--- src/rtl/pulse_pkg.sv ---
// Shared definitions for the pulse generator host link: frame layout and UART tx states.
package pulse_pkg;

  localparam logic [7:0] FRAME_HDR        = 8'hA5;
  localparam int         FRAME_BYTES_BASE = 16;

  // Byte positions within the readback frame; multi-byte fields go MSB-byte first.
  localparam logic [4:0] IDX_HDR     = 5'd0;
  localparam logic [4:0] IDX_PER_B3  = 5'd1;
  localparam logic [4:0] IDX_PER_B2  = 5'd2;
  localparam logic [4:0] IDX_PER_B1  = 5'd3;
  localparam logic [4:0] IDX_PER_B0  = 5'd4;
  localparam logic [4:0] IDX_P1WID_H = 5'd5;
  localparam logic [4:0] IDX_P1WID_L = 5'd6;
  localparam logic [4:0] IDX_DEL_H   = 5'd7;
  localparam logic [4:0] IDX_DEL_L   = 5'd8;
  localparam logic [4:0] IDX_P2WID_H = 5'd9;
  localparam logic [4:0] IDX_P2WID_L = 5'd10;
  localparam logic [4:0] IDX_NUTD_H  = 5'd11;
  localparam logic [4:0] IDX_NUTD_L  = 5'd12;
  localparam logic [4:0] IDX_NUTW    = 5'd13;
  localparam logic [4:0] IDX_PR_ATT  = 5'd14;
  localparam logic [4:0] IDX_FLAGS   = 5'd15;
  localparam logic [4:0] IDX_CKSUM   = 5'd16;

  typedef enum logic [2:0] {IDLE, START_BIT, DATA, STOP_BIT, DONE} tx_state_t;

  typedef enum logic [1:0] {FR_IDLE, FR_SEND, FR_DONE} frame_state_t;

endpackage

--- src/rtl/uart_tx_byte.sv ---
// Single-byte 8N1 serialiser, LSB first, CLKS_PER_BIT clocks per bit; tx idles high.
module uart_tx_byte
  import pulse_pkg::*;
#(
  parameter int CLKS_PER_BIT = 104
) (
  input  logic       clk,
  input  logic       reset,
  input  logic       i_valid,
  output logic       o_ready,
  input  logic [7:0] i_data,
  output logic       o_tx,
  output tx_state_t  o_state
);

  localparam logic [15:0] BAUD_LAST = 16'(CLKS_PER_BIT - 1);

  tx_state_t   r_state, w_state_nxt;
  logic [15:0] r_baud, w_baud_nxt;
  logic [2:0]  r_bit, w_bit_nxt;
  logic [7:0]  r_shift, w_shift_nxt;
  logic        r_tx, w_tx_nxt;
  logic        w_bit_end;
  logic        w_accept;

  // Handshake: a byte moves on any cycle with i_valid && o_ready; i_valid never
  // waits on o_ready. o_ready is high in IDLE/DONE and in the last cycle of a
  // stop bit, so a byte offered there starts its start bit with no idle gap.
  assign w_bit_end = (r_baud == BAUD_LAST);
  assign o_ready   = (r_state == IDLE) || (r_state == DONE) ||
                     ((r_state == STOP_BIT) && w_bit_end);
  assign w_accept  = i_valid && o_ready;

  always_comb begin
    w_state_nxt = r_state;
    w_baud_nxt  = w_bit_end ? 16'd0 : r_baud + 16'd1;
    w_bit_nxt   = r_bit;
    w_shift_nxt = r_shift;
    w_tx_nxt    = 1'b1;
    case (r_state)
      IDLE, DONE: begin
        w_baud_nxt  = 16'd0;
        w_state_nxt = IDLE;
        if (w_accept) begin
          w_state_nxt = START_BIT;
          w_shift_nxt = i_data;
        end
      end
      START_BIT: if (w_bit_end) begin
        w_state_nxt = DATA;
        w_bit_nxt   = 3'd0;
      end
      DATA: if (w_bit_end) begin
        w_shift_nxt = {1'b0, r_shift[7:1]};
        w_bit_nxt   = r_bit + 3'd1;
        if (r_bit == 3'd7) w_state_nxt = STOP_BIT;
      end
      STOP_BIT: if (w_bit_end) begin
        if (w_accept) begin
          w_state_nxt = START_BIT;
          w_shift_nxt = i_data;
        end else begin
          w_state_nxt = DONE;
        end
      end
      default: w_state_nxt = IDLE;
    endcase
    // tx is registered from the next state so the line never sees decode glitches
    if (w_state_nxt == START_BIT) w_tx_nxt = 1'b0;
    else if (w_state_nxt == DATA) w_tx_nxt = w_shift_nxt[0];
  end

  always_ff @(posedge clk) begin
    if (reset) begin
      r_state <= IDLE;
      r_baud  <= 16'd0;
      r_bit   <= 3'd0;
      r_shift <= 8'd0;
      r_tx    <= 1'b1;
    end else begin
      r_state <= w_state_nxt;
      r_baud  <= w_baud_nxt;
      r_bit   <= w_bit_nxt;
      r_shift <= w_shift_nxt;
      r_tx    <= w_tx_nxt;
    end
  end

  assign o_tx    = r_tx;
  assign o_state = r_state;

endmodule

--- src/rtl/param_readback_tx.sv ---
// Snapshots the pulse parameters on start and streams them to the host as one 8N1 frame.
// Define READBACK_CKSUM_EN to append an XOR checksum byte (17-byte frame instead of 16).
module param_readback_tx
  import pulse_pkg::*;
#(
  parameter int CLKS_PER_BIT = 104
) (
  input  logic        clk,
  input  logic        reset,
  input  logic        start,
  input  logic [31:0] per,
  input  logic [15:0] p1wid,
  input  logic [15:0] del,
  input  logic [15:0] p2wid,
  input  logic [15:0] nut_d,
  input  logic [7:0]  nut_w,
  input  logic [6:0]  pr_att,
  input  logic        cp,
  input  logic        bl,
  output logic        busy,
  output logic        done,
  output logic        tx
);

`ifdef READBACK_CKSUM_EN
  localparam int FRAME_BYTES = FRAME_BYTES_BASE + 1;
`else
  localparam int FRAME_BYTES = FRAME_BYTES_BASE;
`endif
  localparam logic [4:0] FRAME_END = 5'(FRAME_BYTES);

  frame_state_t r_fstate, w_fstate_nxt;
  logic [4:0]   r_idx;
  logic [31:0]  r_per;
  logic [15:0]  r_p1wid, r_del, r_p2wid, r_nut_d;
  logic [7:0]   r_nut_w;
  logic [6:0]   r_pr_att;
  logic         r_cp, r_bl;
  logic         w_valid, w_ready, w_hs, w_load, w_ser_tx;
  logic [7:0]   w_data;
  tx_state_t    w_ser_state;

  // The header goes out straight from the start cycle; later bytes come from the snapshot.
  assign w_valid = ((r_fstate == FR_IDLE) && start) ||
                   ((r_fstate == FR_SEND) && (r_idx != FRAME_END));
  assign w_hs    = w_valid && w_ready;
  assign w_load  = w_hs && (r_fstate == FR_IDLE);

`ifdef READBACK_CKSUM_EN
  logic [7:0] r_cksum;

  always_ff @(posedge clk) begin
    if (w_load) r_cksum <= FRAME_HDR;
    else if (w_hs && (r_idx != IDX_CKSUM)) r_cksum <= r_cksum ^ w_data;
  end
`endif

  always_comb begin
    w_data = FRAME_HDR;
    if (r_fstate == FR_SEND) begin
      case (r_idx)
        IDX_PER_B3:  w_data = r_per[31:24];
        IDX_PER_B2:  w_data = r_per[23:16];
        IDX_PER_B1:  w_data = r_per[15:8];
        IDX_PER_B0:  w_data = r_per[7:0];
        IDX_P1WID_H: w_data = r_p1wid[15:8];
        IDX_P1WID_L: w_data = r_p1wid[7:0];
        IDX_DEL_H:   w_data = r_del[15:8];
        IDX_DEL_L:   w_data = r_del[7:0];
        IDX_P2WID_H: w_data = r_p2wid[15:8];
        IDX_P2WID_L: w_data = r_p2wid[7:0];
        IDX_NUTD_H:  w_data = r_nut_d[15:8];
        IDX_NUTD_L:  w_data = r_nut_d[7:0];
        IDX_NUTW:    w_data = r_nut_w;
        IDX_PR_ATT:  w_data = {1'b0, r_pr_att};
        IDX_FLAGS:   w_data = {6'b0, r_bl, r_cp};
`ifdef READBACK_CKSUM_EN
        IDX_CKSUM:   w_data = r_cksum;
`endif
        default:     w_data = FRAME_HDR;
      endcase
    end
  end

  // Frame ends at the end of the last stop bit: serialiser ready with nothing left to offer.
  always_comb begin
    w_fstate_nxt = r_fstate;
    case (r_fstate)
      FR_IDLE: if (w_hs) w_fstate_nxt = FR_SEND;
      FR_SEND: if ((r_idx == FRAME_END) && (w_ser_state == STOP_BIT) && w_ready)
                 w_fstate_nxt = FR_DONE;
      FR_DONE: w_fstate_nxt = FR_IDLE;
      default: w_fstate_nxt = FR_IDLE;
    endcase
  end

  always_ff @(posedge clk) begin
    if (reset) begin
      r_fstate <= FR_IDLE;
      r_idx    <= 5'd0;
    end else begin
      r_fstate <= w_fstate_nxt;
      if (w_load)    r_idx <= 5'd1;
      else if (w_hs) r_idx <= r_idx + 5'd1;
    end
  end

  always_ff @(posedge clk) begin
    if (w_load) begin
      r_per    <= per;
      r_p1wid  <= p1wid;
      r_del    <= del;
      r_p2wid  <= p2wid;
      r_nut_d  <= nut_d;
      r_nut_w  <= nut_w;
      r_pr_att <= pr_att;
      r_cp     <= cp;
      r_bl     <= bl;
    end
  end

  uart_tx_byte #(
    .CLKS_PER_BIT(CLKS_PER_BIT)
  ) u_uart_tx_byte (
    .clk    (clk),
    .reset  (reset),
    .i_valid(w_valid),
    .o_ready(w_ready),
    .i_data (w_data),
    .o_tx   (w_ser_tx),
    .o_state(w_ser_state)
  );

  assign busy = (r_fstate == FR_SEND);
  assign done = (r_fstate == FR_DONE);
  assign tx   = w_ser_tx;

endmodule
--- config.mk ---
export PLATFORM = sky130hd
export DESIGN_NAME = param_readback_tx
export DESIGN_NICKNAME = d
export VERILOG_FILES = /design/src/rtl/pulse_pkg.sv /design/src/rtl/uart_tx_byte.sv /design/src/rtl/param_readback_tx.sv
export SDC_FILE = /design/constraint.sdc
export NUM_CORES = 1
export LEC_CHECK = 0
export ABC_AREA = 1
export CAP_MARGIN = 30
export CORE_MARGIN = 3
export CORE_UTILIZATION = 30
export CTS_BUF_LIST = sky130_fd_sc_hd__clkbuf_16
export DETAILED_ROUTE_END_ITERATION = 7
export PLACE_DENSITY_LB_ADDON = 0.05
export SYNTH_ARGS = -nofsm -noshare
export SYNTH_HDL_FRONTEND = slang
export SYNTH_SLANG_ARGS = --single-unit
--- constraint.sdc ---
create_clock -name clk -period 12.5 [get_ports clk]
set_clock_uncertainty 0.1 [all_clocks]
set_input_delay 2.5 -clock clk [delete_from_list [all_inputs] [get_ports clk]]
set_output_delay 2.5 -clock clk [all_outputs]
set_load 0.02 [all_outputs]
## Word level (Yosys, flattened, before mapping)

Index checks and enable logic that the tools add are counted.

- Register bits: 151
- Bits in latches: 0
- Memory bits (writable): 0
- Memories: 0
- Memory bits (read-only): 0
- Word-level logic and storage cells: 97

- Divide/modulo/power cells: 0
- Shift-type cells: 0
- Add/sub/neg operators: 3
- Mux-type cells: 23
- Multipliers: 0
- Bitwise gates (word level): 0
- Magnitude comparators: 0
- Equal/unequal tests: 32
- Reductions and logical operators: 21

Operators with widths:

| kind | count |
|---|---|
| case mux 8 bit (15 select lines) | 1 |
| == test 5 x 4 -> 1 bit, second input constant | 8 |
| 2-to-1 mux 8 bit | 4 |
| case mux 8 bit (3 select lines) | 1 |
| 2-to-1 mux 3 bit | 7 |
| == test 5 x 3 -> 1 bit, second input constant | 4 |
| adder 16 x 1 -> 16 bit, second input constant | 1 |
| == test 16 x 7 -> 1 bit, second input constant | 1 |
| case mux 3 bit (4 select lines) | 1 |
| == test 5 x 2 -> 1 bit, second input constant | 2 |
| == test 3 x 2 -> 1 bit, second input constant | 3 |
| inequality test 2 x 1 -> 1 bit, second input constant | 4 |
| logical AND 1 bit | 7 |
| == test 3 x 1 -> 1 bit, second input constant | 2 |
| == test 3 bit, second input constant | 2 |
| case mux 3 bit (2 select lines) | 1 |
| AND reduction 3 bit | 2 |
| adder 5 x 1 -> 5 bit, second input constant | 1 |
| == test 5 x 1 -> 1 bit, second input constant | 1 |
| == test 5 bit, second input constant | 1 |
| 2-to-1 mux 1 bit | 5 |
| inequality test 5 bit, second input constant | 1 |
| 2-to-1 mux 2 bit | 2 |
| case mux 2 bit (2 select lines) | 1 |
| 12 further kinds | 16 |

## Longest topological paths before layout

- Depth after elaboration: 10
- Depth in mapped cells: 15

## Hierarchy

Synthesis repeated with hierarchy kept, for this count alone.

- Cell total of the unflattened synthesis: 741
- Area, all modules: 6999.2 µm²

By module, submodules not included:

| module | area each (µm²) | instances | cells each |
|---|---|---|---|
| param_readback_tx | 5260.0 | 1 | 482 |
| uart_tx_byte | 1739.2 | 1 | 259 |

## Worst setup path after synthesis

OpenSTA, ideal clock, no wires.

- Path type: input to register
- Start point: input port start
- End point: register r_bl, enable pin
- Arrival: 5.196 ns
- Stages on the path: 6
- Slack: 6.738 ns
- Cell sequence: nand2_1 > a21oi_1 > nand2_2 > inv_2 > nand2_1 > inv_1

- Cells in the longest elaborated chain, start to end: 4

Ends and longest elaborated chain:

| what | RTL line | text |
|---|---|---|
| start: declaration | param_readback_tx.sv:10 | `input logic start,` |
| logical AND 1 bit | param_readback_tx.sv:44 | `assign w_valid = ((r_fstate == FR_IDLE) && start) \|\|` |
| logical OR 1 bit | param_readback_tx.sv:44 |  |
| logical AND 1 bit | param_readback_tx.sv:46 | `assign w_hs = w_valid && w_ready;` |
| logical AND 1 bit | param_readback_tx.sv:47 | `assign w_load = w_hs && (r_fstate == FR_IDLE);` |
| named net w_load | param_readback_tx.sv:39 | `logic w_valid, w_ready, w_hs, w_load, w_ser_tx;` |
| end signal: assignment | param_readback_tx.sv:118 | `r_bl <= bl;` |
| end: declaration | param_readback_tx.sv:38 | `logic r_cp, r_bl;` |

The timed path passes the listed nets, and every way through them passes these cells.
A chain may end at the register's enable or synchronous reset.

## Worst setup path after layout

- Start point: input port start
- End point: register r_nut_d[7], enable pin

- Cells in the longest elaborated chain, start to end: 4

Ends and longest elaborated chain:

| what | RTL line | text |
|---|---|---|
| logical AND 1 bit | param_readback_tx.sv:44 |  |
| logical OR 1 bit | param_readback_tx.sv:44 |  |
| logical AND 1 bit | param_readback_tx.sv:46 |  |
| logical AND 1 bit | param_readback_tx.sv:47 |  |
| named net w_load | param_readback_tx.sv:39 |  |
| end signal: assignment | param_readback_tx.sv:114 | `r_nut_d <= nut_d;` |
| end: declaration | param_readback_tx.sv:35 | `logic [15:0] r_p1wid, r_del, r_p2wid, r_nut_d;` |

The timed path passes the listed nets, and every way through them passes these cells.

==> summary.md <==
| Metric | Value |
|---|---|
| Num rows | 52 |
| Most frequent CP cell | nand2_1 |
| Initial Util | 31.1% |
| Final nets | 870 |
| WP data required | 12,450 ps |
| Syn_area_per_cell | 10.4 um2 |
| Pint | 0.953 mW |
| Fin crit period | 5050 ps |
| Residual DRC | 0 |
| Vias in the first global route | 4,677 |
| CP Cell Sequence | clkdlybuf4s50_1 > nand2_1 > a21oi_1 > nand2_2 > inv_2 > nand2_1 > inv_4 > buf_4 |
| Diode count | 0 |
| Synth top area cells | edfxtp_1 (53%), dfxtp_1 (12%), nand2_1 (10%) |
| CTS sink count | 151 |
| Syn_nets | 737 |
| Fin area | 8440 um2 |
| Fin worst setup slack | 7450 ps |
| EDFF count, synth | 113 |
| Clock root cell | clkbuf_16 |
| Vias post-DR | 4,621 |
| Cell Area, Placed | 7890 um2 |
| Worst EP arrival | 4990 ps |
| Dpl cells | 997 |
| Largest area contributor in the netlist | edfxtp_1 |
| Top FF cell, synth | edfxtp_1 |
| Sum Neg Setup Slack | 0 ps |
| Average wire per standard cell | 15.9 um |
| Slew Limit Fails | 0 |
| Setup Fix Bufs, Post-CTS | 0 |
| Max_slew headroom | 44.8% |
| Initial antenna violation count | 0 |
| Synthesized cell area | 6390 um2 |
| Final Hold Fails | 0 |
| Switching share of power | 26.8% |
| Drt pass-1 iters | 5 |
| Total Wirelength | 16,400 um |
| Final Power | 1.30 mW |
| Critical Path End Type | register |
| Max-cap viol count | 0 |
| First-pass GRT wire length | 25,300 um |
| WHS | 349 ps |
| Ratio of final minimum period to clock period | 40.4% |
| Worst Hold Class | reg2reg |
| Post-CTS sizing | 0 |
| Post-CTS Hold Buffers | 0 |
| Post-route ant nets | 0 |
| PwrDens | 154 nW/um2 |
| Flops & latches, synth | 151 |
| Flop pwr share | 49.8% |
| Final HPWL DP | 12,200 um |
| Worst-path maximum fanout | 67 |
| Syn-to-layout area delta | 31.9% |
| Crit path largest cell delay | 770 ps |
| Mapped Cells | 613 |
| Worst slew pin tran | 828 ps |
| DRT iter0 DRCs | 274 |
| Sequential-to-total area share from yosys stat | 65.0% |
| Clock power frac | 36.3% |
| Post-synth top area share | 53.1% |
| Fmax | 198 MHz |
| Static Leak | 3.03 nW |
| Final setup fails | 0 |
| Most common cell in the netlist | nand2_1 |
| Reg clk slew, reported paths | 60 ps |
| Grt total ovfl | 0 |
| Setup CP Type | in2reg |
| Status | finished clean |
| DIE AREA | 23,100 um2 |
| Largest net degree at the start of global routing | 68 |
| Unrepaired setup endpoints after global routing | false |
| CP delay by family, top | buffers and inverters |
| Logic gate share of total power | 13.8% |
| Die Wd | 152 um |
| Commonest cells post-synth | nand2_1 (173), edfxtp_1 (113), nor2_1 (66) |
| Async S/R FF share, synth | 0% |
| Synth Warn # | 0 |
| Share of cells above drive strength 1 | 10.1% |
| DR vias/cell | 4.49 |
| Core area | 20,600 um2 |
| Sw power | 0.349 mW |
| Chip Height | 152 um |
| CTS tree | yes |
| Yosys cell types | 38 |
| Sum of buffers and inverters on the critical path | 4 |
| Worst-Skew Late Latency | 420 ps |
| Gp weighted congestion | 0.808 |
| CP Launch Type | input port |
| Total CTS buffers | 17 |
| Longest Clk Path Bufs | 2 |
| Port bufs | 118 |
| Number of I/O pins | 119 |
| Worst VDD drop | 61.1 uV |
| Htree depth | 4 |
| Worst path slowest cell | buf_4 |
| Final core occ | 41.0% |
| Fin cells | 1,029 |
| Worst slack at placement | 7000 ps |
| GRT Overall Usage | 14.3% |
==> state kept, by name (all words and copies together), names as in the netlist, 8 cells and up <==
name and cells:
r_p1wid 16, u_uart_tx_byte.r_baud 16, r_nut_w 8, r_p2wid 16, r_per 32, u_uart_tx_byte.r_shift 8
r_del 16, r_nut_d 16
==> logic make-up (layout without fill, tap and decap cells) <==
logic type / after synthesis / after routing / synth area share (%)
AND/OR/NAND/NOR: 349 / 349 / 25.3
flip-flops: 151 / 151 / 65.0
AO/OA/AOI/OAI: 51 / 51 / 4.25
buffers and inverters: 50 / 196 / 3.35
adder cells (fa/ha/maj): 8 / 8 / 1.57
XOR/XNOR: 4 / 4 / 0.548
==> worst paths after layout <==
path,start,cells after the start,end,slack (ps)
worst max register to register,r_idx[1],10,r_nut_d[7],9070
worst max-delay path,start,8,r_nut_d[7],7450
worst min register to register,u_uart_tx_byte.r_baud[0],1,u_uart_tx_byte.r_baud[0],350
worst min-delay path,u_uart_tx_byte.r_baud[0],1,u_uart_tx_byte.r_baud[0],350
==> power groups by stage <==
stage	clock, mW	combinational, mW	sequential (mW)
after floorplan	0	0.105	0.663
after global placement	0	0.180	0.659
after detailed placement	0	0.182	0.661
after CTS	0.489	0.183	0.650
after global routing	0.513	0.199	0.656
final	0.473	0.180	0.649
==> layout make-up <==
cell class / instances / area (um2)
multi-input cells: 412 / 2030
clock buffers: 17 / 425
clock inverters: 15 / 118
inverters: 45 / 185
fillers: 2048 / 12100
well taps: 270 / 338
repair buffers: 119 / 1190
flip-flops and latches: 151 / 4150
==> cell usage in the layout, fill, tap and decap left out, drive strengths merged, types with 2 or more instances in the layout <==
| master | synthesis | routed |
|---|---|---|
| edfxtp | 113 | 113 |
| a31oi | 2 | 2 |
| nand3 | 35 | 35 |
| clkinv | 1 | 6 |
| nor2 | 85 | 85 |
| nand4 | 18 | 18 |
| inv | 43 | 52 |
| clkdlybuf4s50 | 0 | 118 |
| xor2 | 3 | 3 |
| nand2 | 186 | 186 |
| nor3b | 7 | 7 |
| a21oi | 27 | 27 |
| o21bai | 2 | 2 |
| o21ai | 17 | 17 |
| dfxtp | 38 | 38 |
| clkbuf | 2 | 17 |
| ha | 8 | 8 |
| nor4 | 3 | 3 |
| nor3 | 11 | 11 |
==> per-layer routing <==
| layer | global-route usage [%] | part of all wire [%] | up-vias | wire length (um) |
|---|---|---|---|---|
| met3 | 3.81 | 4.7 | 4 | 770 |
| met5 | 0 | 0 | - | 0 |
| met2 | 22.7 | 49 | 116 | 7970 |
| met1 | 19.5 | 46 | 2148 | 7550 |
| li1 | - | - | 2353 | - |
| met4 | 3.94 | 0.53 | 0 | 87 |
Power figures use the tool's default switching activity.
